==> config.mk <==
export PLATFORM = sky130hd
export DESIGN_NAME = gcd_arb
export DESIGN_NICKNAME = d
export VERILOG_FILES = /design/src/rtl/gcd_arb.sv
export SDC_FILE = /design/constraint.sdc
export NUM_CORES = 1
export LEC_CHECK = 0
export ABC_AREA = 1
export BUFFER_PORTS_ARGS = -buffer_cell sky130_fd_sc_hd__buf_2
export CORE_AREA = 2 2 155 157
export DETAILED_ROUTE_END_ITERATION = 12
export DIE_AREA = 0 0 157 159
export PLACE_DENSITY = 0.68
export SYNTH_ARGS = -nofsm -noshare
export SYNTH_HDL_FRONTEND = slang
export SYNTH_SLANG_ARGS = --single-unit
==> constraint.sdc <==
create_clock -name clk -period 2.8 [get_ports clk]
set_clock_uncertainty 0.1 [all_clocks]
set_input_delay 0.42 -clock clk [delete_from_list [all_inputs] [get_ports clk]]
set_output_delay 0.42 -clock clk [all_outputs]
set_load 0.03 [all_outputs]
==> src/rtl/gcd_arb.sv <==
`default_nettype none
// ============================================================================
// Module      : gcd_arb
// Description : Round-robin arbiter for NREQ requesters sharing one GCD engine,
//               with zero-operand bypass and a done-wait timeout.
// Revision    : 1.0
// ============================================================================
module gcd_arb #(
    parameter int WIDTH   = 32,
    parameter int NREQ    = 4,
    parameter int TIMEOUT = 1023
) (
    input  logic                    clk,
    input  logic                    rst_n,
    input  logic [NREQ-1:0]         req_valid,
    input  logic [NREQ*WIDTH-1:0]   req_opa,
    input  logic [NREQ*WIDTH-1:0]   req_opb,
    output logic [NREQ-1:0]         req_ready,
    output logic [NREQ-1:0]         rsp_valid,
    output logic [WIDTH-1:0]        rsp_result,
    output logic                    rsp_err,
    output logic [WIDTH-1:0]        gcd_opa,
    output logic [WIDTH-1:0]        gcd_opb,
    output logic                    gcd_start,
    input  logic [WIDTH-1:0]        gcd_result,
    input  logic                    gcd_done,
    output logic                    busy
);

    localparam int GW = (NREQ > 1) ? $clog2(NREQ) : 1;
    localparam int CW = (TIMEOUT > 1) ? $clog2(TIMEOUT + 1) : 1;
    localparam logic [CW-1:0] C_CNT_LAST   = CW'(TIMEOUT - 1);
    localparam logic [GW-1:0] C_LAST_RESET = GW'(NREQ - 1);
    localparam logic [GW:0]   C_NREQ       = (GW + 1)'(NREQ);

    typedef enum logic [1:0] {
        S_IDLE  = 2'd0,
        S_START = 2'd1,
        S_WAIT  = 2'd2,
        S_RESP  = 2'd3
    } state_t;

    state_t            state_q, state_d;
    logic [GW-1:0]     grant_q, grant_d;
    logic [GW-1:0]     last_grant_q, last_grant_d;
    logic [WIDTH-1:0]  opa_q, opa_d;
    logic [WIDTH-1:0]  opb_q, opb_d;
    logic [WIDTH-1:0]  result_q, result_d;
    logic              err_q, err_d;
    logic [CW-1:0]     cnt_q, cnt_d;

    logic              pick_found;
    logic [GW-1:0]     pick_idx;
    logic [GW:0]       cand;
    logic [WIDTH-1:0]  sel_opa;
    logic [WIDTH-1:0]  sel_opb;
    logic              accept;

    // Search starts just after the last served requester so nobody starves.
    always_comb begin
        pick_found = 1'b0;
        pick_idx   = '0;
        cand       = '0;
        for (int k = 1; k <= NREQ; k++) begin
            cand = {1'b0, last_grant_q} + (GW + 1)'(k);
            if (cand >= C_NREQ) begin
                cand = cand - C_NREQ;
            end
            if (!pick_found && req_valid[cand[GW-1:0]]) begin
                pick_found = 1'b1;
                pick_idx   = cand[GW-1:0];
            end
        end
    end

    assign accept  = (state_q == S_IDLE) && pick_found;
    assign sel_opa = req_opa[int'(pick_idx) * WIDTH +: WIDTH];
    assign sel_opb = req_opb[int'(pick_idx) * WIDTH +: WIDTH];

    always_comb begin
        req_ready = '0;
        if (accept && rst_n) begin
            req_ready[pick_idx] = 1'b1;
        end
    end

    always_comb begin
        state_d      = state_q;
        grant_d      = grant_q;
        last_grant_d = last_grant_q;
        opa_d        = opa_q;
        opb_d        = opb_q;
        result_d     = result_q;
        err_d        = err_q;
        cnt_d        = cnt_q;
        case (state_q)
            S_IDLE: begin
                if (accept) begin
                    grant_d = pick_idx;
                    opa_d   = sel_opa;
                    opb_d   = sel_opb;
                    if ((sel_opa == '0) || (sel_opb == '0)) begin
                        // gcd(x,0) = x, so the engine is skipped entirely.
                        result_d = sel_opa | sel_opb;
                        err_d    = 1'b0;
                        state_d  = S_RESP;
                    end else begin
                        state_d = S_START;
                    end
                end
            end
            S_START: begin
                cnt_d   = '0;
                state_d = S_WAIT;
            end
            S_WAIT: begin
                cnt_d = cnt_q + 1'b1;
                if (gcd_done) begin
                    result_d = gcd_result;
                    err_d    = 1'b0;
                    state_d  = S_RESP;
                end else if (cnt_q == C_CNT_LAST) begin
                    result_d = '0;
                    err_d    = 1'b1;
                    state_d  = S_RESP;
                end
            end
            S_RESP: begin
                last_grant_d = grant_q;
                state_d      = S_IDLE;
            end
            default: state_d = S_IDLE;
        endcase
    end

    always_ff @(posedge clk or negedge rst_n) begin
        if (!rst_n) begin
            state_q      <= S_IDLE;
            grant_q      <= '0;
            last_grant_q <= C_LAST_RESET;
            opa_q        <= '0;
            opb_q        <= '0;
            result_q     <= '0;
            err_q        <= 1'b0;
            cnt_q        <= '0;
        end else begin
            state_q      <= state_d;
            grant_q      <= grant_d;
            last_grant_q <= last_grant_d;
            opa_q        <= opa_d;
            opb_q        <= opb_d;
            result_q     <= result_d;
            err_q        <= err_d;
            cnt_q        <= cnt_d;
        end
    end

    assign gcd_start  = (state_q == S_START);
    assign busy       = (state_q != S_IDLE);
    assign gcd_opa    = ((state_q == S_START) || (state_q == S_WAIT)) ? opa_q : '0;
    assign gcd_opb    = ((state_q == S_START) || (state_q == S_WAIT)) ? opb_q : '0;
    assign rsp_result = (state_q == S_RESP) ? result_q : '0;
    assign rsp_err    = (state_q == S_RESP) && err_q;

    always_comb begin
        rsp_valid = '0;
        if (state_q == S_RESP) begin
            rsp_valid[grant_q] = 1'b1;
        end
    end

endmodule
`default_nettype wire
==> results.sh <==
export IMPL_drt_total_wl_um=41300
export IMPL_slew_headroom_pct=31.4
export IMPL_dr_total_vias=11900
export IMPL_outcome="finished, violations left"
export IMPL_synth_area_leaders="nand2_1 (35%), dfrtp_1 (31%), nand3_1 (8.2%)"
export IMPL_drt_iter0_markers=1024
export IMPL_clock_path_buffers=2
export IMPL_place_detailed_hpwl_um=30000
export IMPL_antenna_found_initial=6
export IMPL_regArea_um2=2830
export IMPL_gp_congestion=0.959
export IMPL_synthesis_nets=1872
export IMPL_reg2reg_slack_ns=-0.71
export IMPL_core_area_um2=23200
export IMPL_max_freq_mhz=285
export IMPL_fin_ws_ns=-0.707
export IMPL_cts_root_buf="clkbuf_16"
export IMPL_synth_largest_area_cell="nand2_1"
export IMPL_fin_nets=2390
export IMPL_grt_start_max_net_pins=84
export IMPL_clock_latency_ns=0.43
export IMPL_chipWidth_um=157
export IMPL_dieArea_um2=25000
export IMPL_cts_tree="done"
export IMPL_min_period_over_period_pct=125
export IMPL_crit_path_end_kind="flop"
export IMPL_yosysWarnings=0
export IMPL_drt_pass1_iterations=5
export IMPL_overflow=0
export IMPL_fillers=2233
export IMPL_numCtsBuffers=17
export IMPL_syn_avg_cell_area_um2=5.68
export IMPL_drive_gt1_share_pct=37.6
export IMPL_die_height_um=159
export IMPL_worstPathMaxFanout=8
export IMPL_grt_pass1_wl_um=61600
export IMPL_crit_start="last_grant_q[0]"
export IMPL_maxSlewViolCount=0
export IMPL_tightestPinTransition_ns=1.03
export IMPL_tns_ns=-24.26
export IMPL_crit_end="result_q[19]"
export IMPL_synthesis_area_um2=8920
export IMPL_rsz0062_at_grt="yes"
export IMPL_finalHoldViolCount=0
export IMPL_grt_pass1_vias=11300
export IMPL_drc_errors=0
export IMPL_period_needed_ns=3.51
export IMPL_critPathKind="reg2reg"
export IMPL_drt_antenna_violating_nets=0
export IMPL_violations="negative setup slack"
export IMPL_reg2reg_to="result_q[19]"
export IMPL_arrival_ns=3.71
export IMPL_clkTransAtPathRegs_ns=0.07
export IMPL_worstPathRequired_ns=3.00
export IMPL_io_pins=402
export IMPL_wl_per_cell_um=17.0
export IMPL_multi_input_area_um2=5450
export IMPL_viasPerCell=4.92
export IMPL_areaGrowthSynthToFinish_pct=59.3
export IMPL_ys_ff_latch=113
export IMPL_hold_path_class="in2async"
export IMPL_clock_sinks=113
export IMPL_holdBufCountCts=0
export IMPL_synth_distinct_cells=29
export IMPL_synthCells=1570
export IMPL_start_util_pct=38.5
export IMPL_synth_top_area_share_pct=35.3
export IMPL_synth_seq_area_share_pct=31.7
export IMPL_io_buffers=401
export IMPL_grt_usage_pct=32.2
export IMPL_start_kind="flop"
export IMPL_setup_viol=40
export IMPL_rows=56
export IMPL_cap_violations=0
export IMPL_h_tree_depth=4
export IMPL_worst_r2r_cell_count=23
export IMPL_rr_startpoint="last_grant_q[0]"
worst max-delay path, stage by stage (launching register included):
cell and delay [ns]:
dfstp_2 0.64, inv_6 0.07, nand2_4 0.06, nand2_2 0.07, nand2_2 0.08, buf_4 0.10
a21oi_1 0.03, a21oi_1 0.24, buf_4 0.19, a21oi_4 0.06, buf_12 0.14, buf_6 0.13
buf_4 0.13, nand2_1 0.09, nand4_1 0.19, nor2_1 0.17, nand2_1 0.09, nor2_2 0.09
nand2_2 0.10, nand3_4 0.14, buf_12 0.17, nand2_8 0.10, nand2_2 0.12, nand2_1 0.06
how the worst min path moves through the flow:
stage | start | end | slack [ns] | depth (start not counted)
final | rst_n | result_q[29] | 0.01 | 2
after global routing | rst_n | result_q[29] | 0.04 | 2
after CTS | rst_n | opa_q[31] | 0.02 | 2
after detailed placement | result_q[20] | result_q[20] | 0.36 | 2
after global placement | result_q[17] | result_q[17] | 0.36 | 2
after floorplan | rst_n | cnt_q[0] | 0.02 | 0
registers in the layout (all words and copies together) (netlist names):
| register | cells |
|---|---|
| state_q | 2 |
| result_q | 32 |
| cnt_q | 10 |
| opa_q | 32 |
| err_q | 1 |
| opb_q | 32 |
| grant_q | 2 |
| last_grant_q | 2 |
area by class of cell:
type                       instances  area share, %
multi-input combinational       1183           38.3
timing repair buffer             588           28.9
sequential                       113           19.9
inverter                         184           5.02
clock buffer                      23           3.50
tap                              319           2.81
clock inverter                     9           1.40
antenna                            5         0.0881
timing repair inverter             1         0.0264
per-layer routing:
metal  vias to the layer above  GRT usage [%]  wire length [um]
li1                       5834              -                 -
met1                      5425           42.3             17100
met2                       586           52.0             19600
met3                        92           5.33              2990
met4                         0           13.9              1560
met5                         -              0                 0
synth_stat cells, drive strengths merged:
cell type / number
a21boi: 1
a21oi: 9
a31o: 2
a31oi: 6
buf: 52
clkbuf: 42
clkinv: 5
dfrtp: 111
dfstp: 2
ha: 7
inv: 179
nand2: 840
nand3: 149
nand4: 4
nor2: 42
nor3: 6
nor4: 1
o21ai: 110
xor2: 2
repair_timing:
item | 4_1_cts | 5_1_grt
resized for setup | 169 | 39
setup buffers | 36 | 6
cloned | 14 | 3
endpoints found under the hold margin | 0 | 0
setup endpoints to repair | 38 | 83
pin swaps | 64 | 14
logic make-up after synthesis:
family	share of synthesized area (%)
simple gates	46.5
xor+xnor	0.196
buf+inv	13.2
fa+ha+maj	0.982
compound gates	7.38
flops	31.7
cells in the final DEF (no fill, tap or decap), types with 7 or more instances in the layout:
| cell type | n |
|---|---|
| a21oi_1 | 7 |
| buf_12 | 21 |
| buf_16 | 7 |
| buf_2 | 397 |
| buf_4 | 128 |
| buf_6 | 22 |
| clkbuf_16 | 20 |
| dfrtp_1 | 111 |
| inv_1 | 152 |
| inv_2 | 27 |
| nand2_1 | 730 |
| nand2_2 | 103 |
| nand3_1 | 144 |
| nor2_1 | 33 |
| nor2_2 | 7 |
| o21ai_0 | 99 |
| o21ai_1 | 8 |
stage by stage:
| stage | cell area (um2) | hold WS, ns | util, % | setup WS, ns | std cells |
|---|---|---|---|---|---|
| finish | 14200 | 0.0142 | 61.3 | -0.707 | 2425 |
| global route | 14200 | 0.0436 | 61.3 | -0.869 | 2425 |
| CTS | 14000 | 0.0230 | 60.2 | -0.530 | 2411 |
| detailed placement | 12100 | 0.360 | 52.2 | -0.672 | 2329 |
| global placement | 12100 | 0.359 | 52.2 | -0.640 | 2329 |
| floorplan | 9000 | 0.0244 | - | -0.00867 | 1570 |
Power is not shown: default switching activity piles up to over one toggle a cycle in this logic, so the estimate is an artifact.
